[src/rtl/fpu_pkg.sv]
// Shared definitions for the FPU command front-end: opcodes, issuer FSM states
// and the number of cycles during which a stale FpuDone is ignored after a load.
package fpu_pkg;

  localparam logic [1:0] OP_ADD = 2'b00;
  localparam logic [1:0] OP_SUB = 2'b01;
  localparam logic [1:0] OP_MUL = 2'b10;
  localparam logic [1:0] OP_DIV = 2'b11;

  localparam int GUARD_CYCLES = 2;

  typedef enum logic [2:0] {
    IDLE  = 3'd0,
    START = 3'd1,
    GUARD = 3'd2,
    WAIT  = 3'd3,
    RESP  = 3'd4
  } issuer_state_t;

endpackage

[src/rtl/fpu_cmd_fifo.sv]
// Synchronous command FIFO. Full/Empty come from a registered occupancy count;
// pushes while full and pops while empty are dropped.
module fpu_cmd_fifo #(
  parameter int WIDTH = 8,
  parameter int DEPTH = 4
) (
  input  logic             Clk,
  input  logic             ResetN,
  input  logic             Push,
  input  logic [WIDTH-1:0] PushData,
  input  logic             Pop,
  output logic [WIDTH-1:0] PopData,
  output logic             Full,
  output logic             Empty
);

  localparam int PW = $clog2(DEPTH);
  localparam logic [PW:0] COUNT_FULL = (PW+1)'(DEPTH);

  logic [WIDTH-1:0] mem [DEPTH];
  logic [PW-1:0]    wrPtr;
  logic [PW-1:0]    rdPtr;
  logic [PW:0]      count;
  logic             doPush;
  logic             doPop;

  assign doPush = Push && !Full;
  assign doPop  = Pop && !Empty;

  // Pointers are exactly PW bits wide, so incrementing wraps modulo DEPTH.
  always_ff @(posedge Clk or negedge ResetN) begin
    if (!ResetN) begin
      wrPtr <= '0;
      rdPtr <= '0;
      count <= '0;
    end else begin
      if (doPush) wrPtr <= wrPtr + 1'b1;
      if (doPop)  rdPtr <= rdPtr + 1'b1;
      case ({doPush, doPop})
        2'b10:   count <= count + 1'b1;
        2'b01:   count <= count - 1'b1;
        default: count <= count;
      endcase
    end
  end

  always_ff @(posedge Clk) begin
    if (doPush) mem[wrPtr] <= PushData;
  end

  assign PopData = mem[rdPtr];
  assign Full    = (count == COUNT_FULL);
  assign Empty   = (count == '0);

endmodule

[src/rtl/fpu_cmd_issuer.sv]
// Host-side sequencer for the FPU: queues commands, issues one load pulse per
// command, masks stale Done, times out stuck operations and returns tagged results.
module fpu_cmd_issuer
  import fpu_pkg::*;
#(
  parameter int PRECISION = 32,
  parameter int DEPTH     = 4,
  parameter int TAG_W     = 4,
  parameter int TIMEOUT   = 255
) (
  input  logic                 Clk,
  input  logic                 ResetN,
  input  logic                 CmdValid,
  output logic                 CmdReady,
  input  logic [PRECISION-1:0] CmdA,
  input  logic [PRECISION-1:0] CmdB,
  input  logic [1:0]           CmdOp,
  input  logic [TAG_W-1:0]     CmdTag,
  output logic [PRECISION-1:0] FpuA,
  output logic [PRECISION-1:0] FpuB,
  output logic [1:0]           FpuOperation,
  output logic                 FpuStart,
  input  logic [PRECISION-1:0] FpuResult,
  input  logic                 FpuDone,
  output logic                 RspValid,
  input  logic                 RspReady,
  output logic [PRECISION-1:0] RspResult,
  output logic [TAG_W-1:0]     RspTag,
  output logic                 RspTimeout,
  output logic                 Busy,
  output issuer_state_t        DbgState
);

  // Handshakes: a transfer happens on a rising edge where valid and ready are both
  // high; a valid source holds its payload stable until that edge.
  localparam int FW    = 2*PRECISION + 2 + TAG_W;
  localparam int CNT_W = $clog2(TIMEOUT + 1);
  localparam logic [CNT_W-1:0] WAIT_LAST  = CNT_W'(TIMEOUT - 1);
  localparam logic [1:0]       GUARD_LAST = 2'(GUARD_CYCLES - 1);

  issuer_state_t    state, stateNext;
  logic [1:0]       guardCnt, guardNext;
  logic [CNT_W-1:0] waitCnt, waitNext;
  logic             pop, capture, timeoutHit;
  logic             fifoFull, fifoEmpty;
  logic [FW-1:0]    fifoHead;

  assign CmdReady = !fifoFull;
  assign Busy     = (state != IDLE) || !fifoEmpty;
  assign DbgState = state;

  fpu_cmd_fifo #(.WIDTH(FW), .DEPTH(DEPTH)) uFifo (
    .Clk      (Clk),
    .ResetN   (ResetN),
    .Push     (CmdValid && CmdReady),
    .PushData ({CmdA, CmdB, CmdOp, CmdTag}),
    .Pop      (pop),
    .PopData  (fifoHead),
    .Full     (fifoFull),
    .Empty    (fifoEmpty)
  );

  always_ff @(posedge Clk or negedge ResetN) begin
    if (!ResetN) begin
      state    <= IDLE;
      guardCnt <= '0;
      waitCnt  <= '0;
    end else begin
      state    <= stateNext;
      guardCnt <= guardNext;
      waitCnt  <= waitNext;
    end
  end

  always_comb begin
    stateNext  = state;
    guardNext  = guardCnt;
    waitNext   = waitCnt;
    pop        = 1'b0;
    capture    = 1'b0;
    timeoutHit = 1'b0;
    case (state)
      IDLE: if (!fifoEmpty) begin
        pop       = 1'b1;
        stateNext = START;
      end
      START: begin
        guardNext = '0;
        stateNext = GUARD;
      end
      GUARD: if (guardCnt == GUARD_LAST) begin
        waitNext  = '0;
        stateNext = WAIT;
      end else begin
        guardNext = guardCnt + 1'b1;
      end
      // A genuine Done takes priority over a coincident timeout.
      WAIT: if (FpuDone) begin
        capture   = 1'b1;
        stateNext = RESP;
      end else if (waitCnt == WAIT_LAST) begin
        timeoutHit = 1'b1;
        stateNext  = RESP;
      end else begin
        waitNext = waitCnt + 1'b1;
      end
      RESP: if (RspReady) stateNext = IDLE;
      default: stateNext = IDLE;
    endcase
  end

  always_ff @(posedge Clk or negedge ResetN) begin
    if (!ResetN) begin
      FpuA         <= '0;
      FpuB         <= '0;
      FpuOperation <= '0;
      FpuStart     <= 1'b0;
      RspValid     <= 1'b0;
      RspResult    <= '0;
      RspTag       <= '0;
      RspTimeout   <= 1'b0;
    end else begin
      FpuStart <= (stateNext == START);
      RspValid <= (stateNext == RESP);
      if (pop) {FpuA, FpuB, FpuOperation, RspTag} <= fifoHead;
      if (capture) begin
        RspResult  <= FpuResult;
        RspTimeout <= 1'b0;
      end else if (timeoutHit) begin
        RspResult  <= '0;
        RspTimeout <= 1'b1;
      end
    end
  end

endmodule

[config.mk]
export PLATFORM = sky130hd
export DESIGN_NAME = fpu_cmd_issuer
export DESIGN_NICKNAME = d
export VERILOG_FILES = /design/src/rtl/fpu_pkg.sv /design/src/rtl/fpu_cmd_fifo.sv /design/src/rtl/fpu_cmd_issuer.sv
export SDC_FILE = /design/constraint.sdc
export NUM_CORES = 1
export LEC_CHECK = 0
export ABC_AREA = 1
export ABC_CLOCK_PERIOD_IN_PS = 5200
export BUFFER_PORTS_ARGS = -buffer_cell sky130_fd_sc_hd__buf_2
export CORE_ASPECT_RATIO = 1.4
export CORE_MARGIN = 10
export CORE_UTILIZATION = 50
export CTS_BUF_LIST = sky130_fd_sc_hd__clkbuf_4 sky130_fd_sc_hd__clkbuf_8
export DETAILED_ROUTE_END_ITERATION = 16
export PLACE_DENSITY = 0.71
export SYNTH_ARGS = -nofsm -noshare
export SYNTH_HDL_FRONTEND = slang
export SYNTH_SLANG_ARGS = --single-unit
[constraint.sdc]
create_clock -name Clk -period 5.2 [get_ports Clk]
set_input_delay 1.56 -clock Clk [delete_from_list [all_inputs] [get_ports Clk]]
set_output_delay 1.56 -clock Clk [all_outputs]
set_load 0.05 [all_outputs]
==> results.md <==
- Cell-internal power: just under 0.007 W
- Area occupied by registers: 11500 µm²
- Transition time at the pin with the least slew margin: 1.25 ns
- Post-detailed-route DRC marker count: 0
- Worst R2R Start: DbgState[0]$_DFF_PN0_
- Initial antenna violation count: 7
- RSZ-0062 raised after global routing: no
- Post-CTS Setup Bufs: 0
- H-tree levels: 2
- Ratio of total power to cell area: 672 nW/µm²
- Highest ir drop seen on vdd: 0.402 mV
- Largest delay contributor family on the critical path: flip-flops
- Synth area leader: edfxtp_1
- Total wire length: approximately 36000 µm
- Clock network fraction of total power: 0.212
- Synthesized area: about 15000 µm²
- FF-to-FF End: FpuB[31]$_DFFE_PN0P_
- Post-route fraction of the period consumed by the critical path: 0.629
- Net switching fraction of the power: 0.427
- Layout filler cell count: roughly 2500
- Count of vias placed by the detailed router: 10200
- Time the final worst path needs with I/O delays and setup: between 3 and 4 ns
- Element type at the critical path end: output pin
- Max-slew headroom at the worst pin: 0.165
- Initial Util: 0.504
- Final setup vio count: 0
- Critical Setup Path Class: reg -> out
- Total power: 0.0121 W
- Cell at the slowest stage of the critical path: dfrtp_1
- Max Freq: 0.306 GHz
- Synthesized net count: 1382
- Static Leak: approximately 7.1 nW
- Cell chain of the critical path: nor2_2 > nand2_1 > inv_1 > nand2_1 > buf_2
- Number of cells on the worst hold path: 2
- Root buffer cell: clkbuf_8
- Final hold violation count: 0
- Origin of the worst min-delay path: RspResult[13]$_DFFE_PN0P_
- Quantity of hold-fixing buffers added after cts: 0
- Maximum capacitance violations: 0
- DIE WIDTH: 168 µm
- Placement Setup Slack: 1.73 ns
- Maximum number of pins on one net before global-route repair: 89
- CP arrival: about 1.7 ns
- Share of total power in sequential cells: 0.402
- Worst path most repeated cell: nand2_1
- Maximum clock skew at final layout: 0.0340 ns
- Number of standard cells after synthesis: approximately 1300
- Drt initial violations: 779
- Final weighted congestion in routability-driven placement: 0.788
- Critical Path Start Type: flop
- Number of I/O port buffers: 216
- Area occupied by multi-input gates: 3470 µm²
- Inst Count DP: 1816
- Global-route wire length before repair: between 50000 and 60000 µm
- Type of the worst min-delay path: reg -> reg
- Register bit total from synthesis: 405
- Yosys warns: 0
- Sum of buffers and inverters on the critical path: 2
- Unique cell type count in the Yosys netlist: 28
- Via count of the first global-routing pass: 10300
- Share of the yosys chip area belonging to registers: 0.748
- P&R area growth vs syn: 16.7%
- Register-to-Register Setup Slack: ~2.2 ns
- Dpl hpwl: 21700 µm
- Top-level I/O count: 217
- Worst-path maximum fanout: 5
- TritonCTS Sinks: 405
- Global-route usage over all layers: 0.184
- Final core utilization: 0.588
- Cells taking the most area after synthesis: edfxtp_1 55%, dfrtp_1 20%, nor2_1 9.0%
- Hold Path End: RspResult[13]$_DFFE_PN0P_
- Relative contribution of combinational cells to total power: 0.386
- Non-filler instance count after layout: 1926
- Vias per Instance: 5.27
- Post-route worst setup slack: 1.93 ns
- Net total in the final layout: around 1600
- Number of detailed-route iterations in the first pass: 5
- Sw power: 0.00516 W
- Avg Cell Area, Syn: between 10 and 15 µm²
- Floorplan die area: between 30000 and 40000 µm²
- Source-to-sink clock delay at the later pin of the worst-skew pair: about 0.61 ns
- Clock tree from TritonCTS: built
- Post-CTS resize count: 0
- CTS Buf Count: between 50 and 60
- Avg WL per Cell: between 15 and 20 µm
- Run status: finished clean
- Accumulated negative setup slack: 0 ns
- Clock-pin slew on the worst setup and hold paths: 0.06 ns
- Share of the synthesized area in the top cell type: 0.545
- Placement Rows: 76
- Fraction of layout instances using a drive strength above 1: 0.225
- Req. time, crit path: about 3.6 ns
- Max-slew violations: 0
- Core Box Area: 30600 µm²
- Highest cell delay on the worst timing path: 0.44 ns
- Remaining global-route overflow: 0
- Clock buffer depth: 3
- FF-to-FF path depth: 7
- Overall die height: 228 µm
- Number of nets with antenna violations after routing: 0
layout make-up:
type / instances / share of cell area
diodes: 3 / 0.000417
clock buffers: 84 / 0.0590
clock inverters: 23 / 0.00876
inverters: 24 / 0.00514
multi-input cells: 769 / 0.193
flip-flops and latches: 405 / 0.641
well taps: 390 / 0.0271
repair buffers: 228 / 0.0654
flip-flops by register name (all words and copies together) (netlist names):
register,flops
DbgState,3
FpuA,32
FpuB,32
FpuOperation,2
FpuStart,1
RspResult,32
RspTag,4
RspTimeout,1
RspValid,1
guardCnt,2
uFifo.count,3
uFifo.mem,280
uFifo.rdPtr,2
uFifo.wrPtr,2
waitCnt,8
metrics by stage:
step	hold WS [ns]	cell area (µm²)
3_5_place_dp	0.453	16800
6_report	0.467	18000
3_3_place_gp	0.449	16800
5_1_grt	0.489	18000
4_1_cts	0.470	18000
2_1_floorplan	0.465	15400
power groups by stage:
stage | combinational, W | clock (W) | sequential, W
CTS | 0.00474 | 0.00262 | 0.00487
finish | 0.00466 | 0.00257 | 0.00486
global placement | 0.00464 | 0 | 0.00490
global route | 0.00511 | 0.00275 | 0.00496
detailed placement | 0.00473 | 0 | 0.00493
floorplan | 0.00218 | 0 | 0.00621
cell usage after synthesis:
cell type    n
o21ai_1      2
nor2_1     370
nor3_1       1
buf_2       18
ha_1         8
nand3_1     19
nand3b_1     2
buf_1        5
xor2_1       5
inv_1       21
dfrtp_1    125
nor3_2       1
nand2_1    132
nand3_2      1
a21oi_1      3
o21ai_0    144
edfxtp_1   280
nand2_2      3
xnor2_1      2
o21bai_1     1
buf_4       12
fa_1         1
buf_6        5
inv_2        3
a31oi_1     70
nor2_2       3
clkbuf_1    28
nor2_4       1
metal layers:
metal	GRT usage	part of all wire
met5	0	0.0011
met4	0.0679	0.028
met3	0.0475	0.067
met2	0.319	0.51
met1	0.213	0.40
layout by cell type (no fill, tap or decap), drive strengths merged, types with 3 or more instances in the layout:
cell	instances
a21oi	3
a31oi	70
buf	228
clkbuf	84
clkinv	20
dfrtp	125
diode	3
edfxtp	280
ha	8
inv	24
nand2	135
nand3	20
nor2	374
o21ai	146
xor2	5
cell families after synthesis:
family,synth area share
AOI/OAI and AO/OA,0.0772
xor gates and xnor gates,0.00397
DFF,0.748
adders and majority gates,0.00779
buffers and inverters,0.0292
and+or+nand+nor,0.134
worst max-delay path by stage:
stage	endpoint	slack [ns]	from	cells after the start
floorplan	uFifo.mem[0][0]$_DFFE_PP_	-0.002	CmdValid	2
global placement	uFifo.mem[1][2]$_DFFE_PP_	1.76	CmdValid	4
detailed placement	uFifo.mem[3][55]$_DFFE_PP_	1.73	CmdValid	4
CTS	Busy	1.89	DbgState[0]$_DFF_PN0_	5
global route	Busy	1.80	DbgState[0]$_DFF_PN0_	5
finish	Busy	1.93	DbgState[0]$_DFF_PN0_	5
tightest hold or removal path: stages (launching register included):
cell,delay (ns)
dfrtp_1,0.34
nand2_1,0.05
nand2_1,0.05
Power figures use the tool's default switching activity.
